<file path="src/rtl/ctrl_pkg.sv">
// Shared definitions for the control sequencer: state encodings, opcodes and
// instruction-class decode helpers.
package ctrl_pkg;

    typedef enum logic [2:0] {
        StIdle    = 3'd0,
        StPreFet  = 3'd1,
        StFetch   = 3'd2,
        StDecode  = 3'd3,
        StExecute = 3'd4,
        StMemWait = 3'd5,
        StFault   = 3'd6
    } state_e;

    localparam logic [4:0] OpSto    = 5'b00001;
    localparam logic [4:0] OpLd     = 5'b00010;
    localparam logic [4:0] OpAdd    = 5'b00100;
    localparam logic [4:0] OpSub    = 5'b00110;
    localparam logic [4:0] OpBeq    = 5'b01000;
    localparam logic [4:0] OpBne    = 5'b01001;
    localparam logic [4:0] OpBgt    = 5'b01010;
    localparam logic [4:0] OpBge    = 5'b01011;
    localparam logic [4:0] OpBlt    = 5'b01100;
    localparam logic [4:0] OpBle    = 5'b01101;
    localparam logic [4:0] OpJmp    = 5'b01110;
    localparam logic [4:0] OpAnd    = 5'b10000;
    localparam logic [4:0] OpOr     = 5'b10010;
    localparam logic [4:0] OpXor    = 5'b10100;
    localparam logic [4:0] OpStov   = 5'b11000;
    localparam logic [4:0] OpLdv    = 5'b11001;
    localparam logic [4:0] OpIndrWr = 5'b11101;

    // Timer width never drops to zero, even with the timeout disabled.
    function automatic int unsigned cnt_width(input int unsigned limit);
        int unsigned w;
        w = (limit == 0) ? 1 : $clog2(limit + 1);
        return w;
    endfunction

    function automatic logic is_cf(input logic [4:0] op);
        return op inside {OpJmp, OpBeq, OpBne, OpBgt, OpBge, OpBlt, OpBle};
    endfunction

    function automatic logic is_ldc(input logic [4:0] op);
        return op inside {OpLd, OpAdd, OpSub, OpAnd, OpOr, OpXor, OpLdv};
    endfunction

    function automatic logic is_stc(input logic [4:0] op);
        return op inside {OpSto, OpStov};
    endfunction

    // Indirect memory access through INDR.
    function automatic logic is_indr(input logic [4:0] op);
        return op inside {OpLdv, OpStov};
    endfunction

    function automatic logic branch_taken(input logic [4:0] op, input logic [1:0] zn);
        logic z;
        logic n;
        logic taken;
        z = zn[1];
        n = zn[0];
        case (op)
            OpBeq:   taken = z;
            OpBne:   taken = ~z;
            OpBgt:   taken = ~z & ~n;
            OpBge:   taken = ~n;
            OpBlt:   taken = n;
            OpBle:   taken = z | n;
            default: taken = 1'b0;
        endcase
        return taken;
    endfunction

endpackage

</file>
<file path="src/rtl/ctrl_seq_p_if.sv">
// Handshake and datapath-control bundle between the sequencer (master) and its
// memory bridges / datapath (slave).
interface ctrl_seq_p_if #(
    parameter int unsigned DataW = 16
);
    logic             hold_n;
    logic [DataW-1:0] data;
    logic [1:0]       zn;
    logic             ready_inst;
    logic             ready_data;
    logic             clr_fault;

    logic [4:0]       opcode;
    logic [DataW-6:0] operand;
    logic             sel_jmp;
    logic             sel_branch;
    logic             sel_op_mem;
    logic             write;
    logic             en_apb_inst_mem;
    logic             en_apb_data_mem;
    logic             en_pc;
    logic             en_acc;
    logic             en_in;
    logic             en_indr;
    logic             sel_indr;
    logic             fault;
    logic [2:0]       state_out;

    modport master (
        input  hold_n, data, zn, ready_inst, ready_data, clr_fault,
        output opcode, operand, sel_jmp, sel_branch, sel_op_mem, write,
               en_apb_inst_mem, en_apb_data_mem, en_pc, en_acc, en_in, en_indr,
               sel_indr, fault, state_out
    );

    modport slave (
        output hold_n, data, zn, ready_inst, ready_data, clr_fault,
        input  opcode, operand, sel_jmp, sel_branch, sel_op_mem, write,
               en_apb_inst_mem, en_apb_data_mem, en_pc, en_acc, en_in, en_indr,
               sel_indr, fault, state_out
    );
endinterface

</file>
<file path="src/rtl/ctrl_wait_timer.sv">
// Wait-state counter for memory handshakes; flags the last allowed not-ready cycle.
module ctrl_wait_timer
    import ctrl_pkg::*;
#(
    parameter int unsigned Timeout = 15
) (
    input  logic clk_i,
    input  logic rst_i,
    input  logic clear_i,
    input  logic count_i,
    output logic expired_o
);
    localparam int unsigned CntW = cnt_width(Timeout);
    localparam logic [CntW-1:0] Limit = CntW'((Timeout == 0) ? 0 : Timeout - 1);

    logic [CntW-1:0] cnt_q, cnt_d;

    always_comb begin
        cnt_d = cnt_q;
        if (clear_i) begin
            cnt_d = '0;
        end else if (count_i && (cnt_q != Limit)) begin
            cnt_d = cnt_q + CntW'(1);
        end
    end

    always_ff @(posedge clk_i or posedge rst_i) begin
        if (rst_i) begin
            cnt_q <= '0;
        end else begin
            cnt_q <= cnt_d;
        end
    end

    assign expired_o = (Timeout != 0) && (cnt_q == Limit);
endmodule

</file>
<file path="src/rtl/ctrl_seq_p.sv">
// CPU control sequencer: fetch/decode/memory/execute FSM with wait-state timeout,
// sticky fault state and HOLDn strobe gating.
module ctrl_seq_p
    import ctrl_pkg::*;
#(
    parameter int unsigned DataW   = 16,
    parameter int unsigned Timeout = 15
) (
    input  logic          clk_i,
    input  logic          rst_i,
    ctrl_seq_p_if.master  bus
);
    state_e           state_q, state_d;
    logic [DataW-1:0] inst_q, inst_d;
    logic [4:0]       op;

    logic in_wait, ready, tmr_expired;
    logic sel_jmp, sel_branch, sel_op_mem, write, apb_inst, apb_data;
    logic en_pc, en_acc, en_in, en_indr, sel_indr, fault;

    assign op      = inst_q[DataW-1 -: 5];
    assign in_wait = (state_q == StFetch) || (state_q == StMemWait);
    assign ready   = (state_q == StFetch) ? bus.ready_inst : bus.ready_data;

    // Counter sits at zero outside the wait states, so each wait starts fresh.
    ctrl_wait_timer #(
        .Timeout (Timeout)
    ) u_timer (
        .clk_i     (clk_i),
        .rst_i     (rst_i),
        .clear_i   (~in_wait),
        .count_i   (bus.hold_n & in_wait & ~ready),
        .expired_o (tmr_expired)
    );

    always_comb begin
        state_d    = state_q;
        inst_d     = inst_q;
        sel_jmp    = 1'b1;
        sel_branch = 1'b1;
        sel_op_mem = 1'b1;
        write      = 1'b0;
        apb_inst   = 1'b0;
        apb_data   = 1'b0;
        en_pc      = 1'b0;
        en_acc     = 1'b0;
        en_in      = 1'b0;
        en_indr    = 1'b0;
        sel_indr   = 1'b0;
        fault      = 1'b0;

        case (state_q)
            StIdle: begin
                apb_inst = 1'b1;
                state_d  = StPreFet;
            end
            StPreFet: state_d = StFetch;
            StFetch: begin
                if (bus.ready_inst) begin
                    en_pc   = 1'b1;
                    inst_d  = bus.data;
                    state_d = StDecode;
                end else if (tmr_expired) begin
                    state_d = StFault;
                end
            end
            StDecode: begin
                en_in = 1'b1;
                if (op == OpJmp) begin
                    sel_jmp = 1'b0;
                    en_pc   = 1'b1;
                end else if (branch_taken(op, bus.zn)) begin
                    sel_branch = 1'b0;
                    en_pc      = 1'b1;
                end
                en_indr = (op == OpIndrWr);
                if (is_cf(op)) begin
                    state_d = StIdle;
                end else if (is_ldc(op) || is_stc(op)) begin
                    state_d = StMemWait;
                end else begin
                    state_d = StExecute;
                end
            end
            StMemWait: begin
                apb_data   = 1'b1;
                sel_op_mem = ~is_ldc(op);
                write      = is_stc(op);
                sel_indr   = is_indr(op);
                en_indr    = is_indr(op) & bus.ready_data;
                if (bus.ready_data) begin
                    state_d = StExecute;
                end else if (tmr_expired) begin
                    state_d = StFault;
                end
            end
            StExecute: begin
                apb_inst = 1'b1;
                en_acc   = is_ldc(op);
                sel_indr = is_indr(op);
                state_d  = StPreFet;
            end
            StFault: begin
                fault = 1'b1;
                if (bus.clr_fault) begin
                    state_d = StIdle;
                end
            end
            default: state_d = StIdle;
        endcase

        // Hold freezes state and INST; register-write strobes drop, selects stay.
        if (!bus.hold_n) begin
            state_d = state_q;
            inst_d  = inst_q;
            en_pc   = 1'b0;
            en_acc  = 1'b0;
            en_in   = 1'b0;
            en_indr = 1'b0;
            write   = 1'b0;
        end
    end

    always_ff @(posedge clk_i or posedge rst_i) begin
        if (rst_i) begin
            state_q <= StIdle;
            inst_q  <= '0;
        end else begin
            state_q <= state_d;
            inst_q  <= inst_d;
        end
    end

    assign bus.opcode          = op;
    assign bus.operand         = inst_q[DataW-6:0];
    assign bus.sel_jmp         = sel_jmp;
    assign bus.sel_branch      = sel_branch;
    assign bus.sel_op_mem      = sel_op_mem;
    assign bus.write           = write;
    assign bus.en_apb_inst_mem = apb_inst;
    assign bus.en_apb_data_mem = apb_data;
    assign bus.en_pc           = en_pc;
    assign bus.en_acc          = en_acc;
    assign bus.en_in           = en_in;
    assign bus.en_indr         = en_indr;
    assign bus.sel_indr        = sel_indr;
    assign bus.fault           = fault;
    assign bus.state_out       = state_q;
endmodule

</file>
<file path="src/flat_wrapper.sv">
// flat-port wrapper written by rule: the top's interface ports become plain ports
module ctrl_seq_p_flat import ctrl_pkg::*;
#(
    parameter int unsigned DataW   = 16,
    parameter int unsigned Timeout = 15
)
  (clk_i, rst_i, bus_hold_n, bus_data, bus_zn, bus_ready_inst, bus_ready_data, bus_clr_fault, bus_opcode, bus_operand, bus_sel_jmp, bus_sel_branch, bus_sel_op_mem, bus_write, bus_en_apb_inst_mem, bus_en_apb_data_mem, bus_en_pc, bus_en_acc, bus_en_in, bus_en_indr, bus_sel_indr, bus_fault, bus_state_out);
  ctrl_seq_p_if #(.DataW(DataW)) bus_i ();
  input  logic clk_i;
  input  logic rst_i;
  input wire logic [$bits(bus_i.hold_n)-1:0] bus_hold_n;
  input wire logic [$bits(bus_i.data)-1:0] bus_data;
  input wire logic [$bits(bus_i.zn)-1:0] bus_zn;
  input wire logic [$bits(bus_i.ready_inst)-1:0] bus_ready_inst;
  input wire logic [$bits(bus_i.ready_data)-1:0] bus_ready_data;
  input wire logic [$bits(bus_i.clr_fault)-1:0] bus_clr_fault;
  output wire logic [$bits(bus_i.opcode)-1:0] bus_opcode;
  output wire logic [$bits(bus_i.operand)-1:0] bus_operand;
  output wire logic [$bits(bus_i.sel_jmp)-1:0] bus_sel_jmp;
  output wire logic [$bits(bus_i.sel_branch)-1:0] bus_sel_branch;
  output wire logic [$bits(bus_i.sel_op_mem)-1:0] bus_sel_op_mem;
  output wire logic [$bits(bus_i.write)-1:0] bus_write;
  output wire logic [$bits(bus_i.en_apb_inst_mem)-1:0] bus_en_apb_inst_mem;
  output wire logic [$bits(bus_i.en_apb_data_mem)-1:0] bus_en_apb_data_mem;
  output wire logic [$bits(bus_i.en_pc)-1:0] bus_en_pc;
  output wire logic [$bits(bus_i.en_acc)-1:0] bus_en_acc;
  output wire logic [$bits(bus_i.en_in)-1:0] bus_en_in;
  output wire logic [$bits(bus_i.en_indr)-1:0] bus_en_indr;
  output wire logic [$bits(bus_i.sel_indr)-1:0] bus_sel_indr;
  output wire logic [$bits(bus_i.fault)-1:0] bus_fault;
  output wire logic [$bits(bus_i.state_out)-1:0] bus_state_out;
  assign bus_i.hold_n = bus_hold_n;
  assign bus_i.data = bus_data;
  assign bus_i.zn = bus_zn;
  assign bus_i.ready_inst = bus_ready_inst;
  assign bus_i.ready_data = bus_ready_data;
  assign bus_i.clr_fault = bus_clr_fault;
  assign bus_opcode = bus_i.opcode;
  assign bus_operand = bus_i.operand;
  assign bus_sel_jmp = bus_i.sel_jmp;
  assign bus_sel_branch = bus_i.sel_branch;
  assign bus_sel_op_mem = bus_i.sel_op_mem;
  assign bus_write = bus_i.write;
  assign bus_en_apb_inst_mem = bus_i.en_apb_inst_mem;
  assign bus_en_apb_data_mem = bus_i.en_apb_data_mem;
  assign bus_en_pc = bus_i.en_pc;
  assign bus_en_acc = bus_i.en_acc;
  assign bus_en_in = bus_i.en_in;
  assign bus_en_indr = bus_i.en_indr;
  assign bus_sel_indr = bus_i.sel_indr;
  assign bus_fault = bus_i.fault;
  assign bus_state_out = bus_i.state_out;
  ctrl_seq_p #(.DataW(DataW), .Timeout(Timeout)) u_core (.clk_i(clk_i), .rst_i(rst_i), .bus(bus_i));
endmodule
</file>
<file path="config.mk">
export PLATFORM = sky130hd
export DESIGN_NAME = ctrl_seq_p_flat
export DESIGN_NICKNAME = d
export VERILOG_FILES = /design/src/rtl/ctrl_pkg.sv /design/src/rtl/ctrl_seq_p_if.sv /design/src/rtl/ctrl_wait_timer.sv /design/src/rtl/ctrl_seq_p.sv /design/src/flat_wrapper.sv
export SDC_FILE = /design/constraint.sdc
export NUM_CORES = 1
export LEC_CHECK = 0
export ABC_AREA = 1
export ABC_CLOCK_PERIOD_IN_PS = 1400
export CAP_MARGIN = 20
export CELL_PAD_IN_SITES_DETAIL_PLACEMENT = 1
export CELL_PAD_IN_SITES_GLOBAL_PLACEMENT = 1
export CORE_MARGIN = 3
export CORE_UTILIZATION = 25
export CTS_CLUSTER_SIZE = 40
export DETAILED_ROUTE_END_ITERATION = 10
export HOLD_SLACK_MARGIN = 0.15
export PLACE_DENSITY_LB_ADDON = 0.1
export SLEW_MARGIN = 10
export SYNTH_ARGS = -nofsm -noshare
export SYNTH_HDL_FRONTEND = slang
export SYNTH_HIERARCHICAL = 1
export SYNTH_SLANG_ARGS = --single-unit
</file>
<file path="constraint.sdc">
create_clock -name clk_i -period 1.4 [get_ports clk_i]
set_clock_uncertainty 0.05 [all_clocks]
set_input_delay 0.14 -clock clk_i [delete_from_list [all_inputs] [get_ports clk_i]]
set_output_delay 0.14 -clock clk_i [all_outputs]
set_load 0.05 [all_outputs]
</file>
* Word level (Yosys, flattened, before mapping) *
Index checks and enable logic that the tools add are counted.

storage, ports and cells
  output and inout port bits = 31
  input bits = 24
  bits in registers = 23
  logic and storage cells = 88

cells by class
  add/subtract/negate cells = 1
  reduce and logical (&&, ||, !) cells = 12
  bitwise operators = 9
  mux-type cells = 36
  equality and inequality tests = 27

operators by type and width
  cell                   count
  $eq A5 B4 Y1 const B   7
  $eq A5 B5 Y1 const B   6
  $mux W1                25
  $pmux W3 S6            1
  $mux W3                5
  $reduce_bool A7 Y1     2
  $eq A5 B3 Y1 const B   2
  $eq A3 B3 Y1 const B   3
  $mux W4                2
  $eq A3 B2 Y1 const B   2
  $pmux W1 S6            1
  $eq A5 B1 Y1 const B   1
  $eq A5 B2 Y1 const B   1
  $add A4 B1 Y4 const B  1
  $and A1 B1 Y1          4
  $eq A4 B4 Y1 const B   1
  $ne A2 B2 Y1 const B   2
  $ne A4 B4 Y1 const B   1
  $not A1 Y1             4
  $pmux W1 S2            2
  $reduce_bool A2 Y1     2
  $reduce_or A2 Y1       2
  $eq A3 B1 Y1 const B   1
  $logic_not A3 Y1       1
  5 further kinds        6

* Logic depth before layout (Yosys ltp) *
  depth after elaboration = 9
  depth in mapped cells = 11
  mapped depth without buffers = 11

* Cells and area by module *
Netlist, hierarchy kept.

by module, submodules not included
  module           seq. area each (um2)  instances  area each (um2)  cells each
  ctrl_seq_p       475.5                 1          1156.1           144
  ctrl_wait_timer  100.1                 1          252.7            33

* Least setup slack after synthesis *
Ideal clock, no wire load.

  kind = register to output
  from = register u_core.state_q[1] (netlist: u_core/bus.state_out[1])
  to = output bus_en_indr
  data required time = 1.210 ns
  stages on the path, launching flop included = 6
  path slack = -1.426 ns
  arrival time = 2.636 ns
  buffers on the path = 0
  path through = dfrtp_1 > inv_1 > nand3_1 > inv_1 > nand3_1 > o21ai_0

on the way
  longest elaborated chain between the ends = 3
  elaborated cells on any way between the ends = 4
  classes of those cells = 2 x eq/ne; 2 x mux

ends and longest elaborated chain
  what                                                 RTL line            text
  from (decl)                                          ctrl_seq_p.sv:13    state_e state_q, state_d;
  from (signal assigned)                               ctrl_seq_p.sv:126   state_q <= StIdle;
  from (signal assigned)                               ctrl_seq_p.sv:129   state_q <= state_d;
  $eq A3 B3 Y1 / $eq A3 B2 Y1 (equally long branches)  ctrl_seq_p.sv:52    case (state_q)
  $pmux W1 S2 (*)                                      ctrl_seq_p.sv:52
  $mux W1 (*)                                          ctrl_seq_p.sv:113   if (!bus.hold_n) begin
  to (decl)                                            flat_wrapper.sv:28  output wire logic [$bits(bus_i.en_indr)-1:0] bus_en_indr;

Mark *: on every way between the ends. The rest lies on a longest branch, timed or not.

* Worst setup path after layout *
  from = register u_core.inst_q[12]
  to = output bus_en_pc

on the way
  longest elaborated chain between the ends = 8
  elaborated cells on any way between the ends = 14
  classes of those cells = 7 x eq/ne; 7 x mux

ends and longest elaborated chain
  what                    RTL line            text
  from (decl)             ctrl_seq_p.sv:14    logic [DataW-1:0] inst_q, inst_d;
  from (signal assigned)  ctrl_seq_p.sv:130   inst_q <= inst_d;
  $eq A5 B4 Y1            ctrl_pkg.sv:63      case (op)
  $pmux W1 S6             ctrl_pkg.sv:63
  $mux W1                 ctrl_seq_p.sv:69    if (op == OpJmp) begin
  $mux W1                 ctrl_seq_p.sv:52
  $mux W1                 ctrl_seq_p.sv:72    end else if (branch_taken(op, bus.zn)) begin
  $mux W1 (*)             ctrl_seq_p.sv:69
  $pmux W1 S2 (*)         ctrl_seq_p.sv:52
  $mux W1 (*)             ctrl_seq_p.sv:113
  to (decl)               flat_wrapper.sv:25  output wire logic [$bits(bus_i.en_pc)-1:0] bus_en_pc;

Mark *: on every way between the ends. The rest lies on a longest branch, timed or not. The select of a mux whose other input is x is not followed.

==> flow_summary.toml <==
[worst_setup_path]
crit_chain = "nor2_4 -> inv_1 -> o21ai_0 -> nand2_1 -> nand4_1 -> nand2_2 -> nand2_4 -> buf_12"
worstSetupStartpointType = "flip-flop"
slowest_stage = "dfrtp_2"
cp_max_fo = 6
worst_setup_path_end_kind = "primary output"
critPathRequiredTime_ns = 1.21
path_class = "flip-flop to primary output"
cp_slowest_stage_delay_ns = 0.48
arrival_ns = 1.69

[final_layout]
fin_cells = 380
areaGrowthSynthToFinish_pct = 144
final_nets = 337
final_util_pct = 65.3
multi_input_area_sq_um = 1030
seqCellArea_sq_um = 593
final_cell_mix = "buf_4 (50), buf_12 (32), nand2_1 (25)"
drive_gt1_share_pct = 66.5
fillers = 576
layout_commonest_cell = "buf_4"
n_antenna_cell = 0

[sta]
hold_viol = 0
drv_slew = 0
clock.fmax_ghz = 0.531
worstMarginPinSlew_ns = 0.279
whs_ns = 0.428
min_period_over_period_pct = 134
relSlewSlack_pct = 81.4
worst_slack_ns = -0.483
fin_crit_ns = 1.88
setup_viol = 35
grt_setup_unrepaired = "true"

[synthesis]
synthAdderAreaFrac_pct = 1.78
synthesis.nets = 203
synth_area_sq_um = 1410
yosys.area_share.simple_pct = 32.3
seq_area_frac_synth_pct = 40.9
synth-xor-area-share_pct = 0
synth_compound_area_share_pct = 5.15
synth_top_family_by_area = "simple AND/OR/NAND/NOR gates"
ys_ff_latch = 23
postSynthAreaPerCell_sq_um = 7.96
ys.warnings.count = 6
yosysUniqueCellTypes = 26
netlist_instances = 177
synth_mux_area_share_pct = 11.2

[detailed_routing]
wl_per_cell_um = 18.6
post-route-drc-count = 0
totalWireLength_um = 7060
dr.pass1.iters = 4
routed-via-count = 1811
vias_per_cell = 4.77
drtAntennaViolNets = 0
first_iter_violations = 77

[global_routing]
grt_start_max_net_pins = 20
grt_usage_pct = 21.0
first_global_vias = 2023
grt_pass1_wl_um = 10500
antenna_found_initial = 0
grt_overflow = 0

[flow_run]
maxCapViolations = 0

[clock_network]
cts.clk_slew.worst_paths_ns = 0.09
clock_latency_ns = 0.26
cts.path.max_buffers = 2
cts_buffers = 3
cts-root-buf = "clkbuf_8"
cts_tree = "done"
cts_htree_levels = 1
clock-sinks = 23

[power_and_ir_drop]
p_per_area_nw_per_um2 = 2140
p_total_uw = 7380
ir_drop_uv = 1590
leakagePower_uw = 0.00163

[status]
outcome = "finished with violations"
violations = "setup timing"

[die]
die_w_um = 81.1
row_count = 26
dieHeight_um = 81.1
io_pins = 55
fp.coreArea_sq_um = 5270
start_util_pct = 26.7
die_area_sq_um = 6570

[place]
io_buffers = 54
gp_congestion = 0.797
dp.cells = 342
hpwl_um = 4340

[min_path]
min_path_type = "input port to flip-flop"
==> per-layer routing <==
metal,share of wire [%],global-route usage (%),vias up
li1,-,-,836
met5,0,0,-
met4,2.7,5.24,0
met2,54,39.6,59
met3,4.3,3.10,17
met1,39,24.7,899
==> worst max-delay path: cells and delay by family (launching register included) <==
kind                   cells  cell delay (ns)
and+or+nand+nor            5             0.63
AOI/OAI and AO/OA          1             0.10
buffers and inverters      2             0.22
DFF                        1             0.48
==> repair_timing <==
action                                  4_1_cts  5_1_grt
resized for setup                            56       32
hold buffers                                  1        0
endpoints found under the setup margin       35       38
endpoints found under the hold margin         4        0
pin swaps                                    24       16
buffers inserted                             23       14
==> power breakdown <==
part | switching [uW] | leakage (uW) | internal (uW)
logic | 2730 | 0.00133 | 2810
registers | 454 | 0.000274 | 967
clock network | 214 | 0.0000255 | 198
total | 3400 | 0.00163 | 3980
==> final timing paths <==
check / start / to / slack (ns) / cells past startpoint
max reg2reg: u_core/bus.state_out[1]$_DFFE_PP0P_ / u_core/u_timer/cnt_q[3]$_DFFE_PP0P_ / -0.33 / 11
min reg2reg: u_core/inst_q[5]$_DFFE_PP0P_ / u_core/inst_q[5]$_DFFE_PP0P_ / 0.54 / 1
min in group asynchronous: rst_i / u_core/u_timer/cnt_q[2]$_DFFE_PP0P_ / 0.61 / 3
max: u_core/inst_q[12]$_DFFE_PP0P_ / bus_en_pc / -0.48 / 8
max in group asynchronous: rst_i / u_core/bus.state_out[1]$_DFFE_PP0P_ / 0.31 / 4
min: bus_data[15] / u_core/inst_q[15]$_DFFE_PP0P_ / 0.43 / 3
==> state kept, by name (all words and copies together) (netlist names) <==
| signal | flops |
|---|---|
| u_core/inst_q | 16 |
| u_core/u_timer/cnt_q | 4 |
| u_core/bus.state_out | 3 |
==> kinds of logic after synthesis <==
logic type,after synthesis
fa+ha+maj,2
mux,11
flops,23
compound gates,14
buf+inv,30
simple gates,97
==> cell usage after synthesis (all sizes together) <==
cell type,n,area share [%]
a21oi,7,2.5
buf,2,1.2
clkbuf,1,0.27
clkinv,1,0.35
dfrtp,23,41
ha,2,1.8
inv,26,6.9
mux2,11,11
nand2,43,12
nand3,20,8.3
nand4,4,1.8
nor2,21,6.1
nor3,7,3.2
o21ai,6,2.1
o21bai,1,0.53
or2,2,0.89
==> final cells by class <==
type                    count  share of cell area (%)
clock inverters             1                   0.146
clock buffers               3                    1.20
multi-input cells         124                    30.0
inverters                  27                    3.38
flip-flops and latches     23                    17.2
repair buffers            132                    45.5
well taps                  70                    2.55
==> metrics by stage <==
step | setup TNS (ns) | area, sq um | setup slack, ns
after global placement | -2.25 | 2820 | -0.106
after global routing | -11.55 | 3440 | -0.562
after CTS | -8.05 | 3250 | -0.350
after detailed placement | -3.73 | 2820 | -0.234
after floorplan | -6.32 | 1570 | -0.330
final | -8.95 | 3440 | -0.483
(Power assumes the default switching activity.)
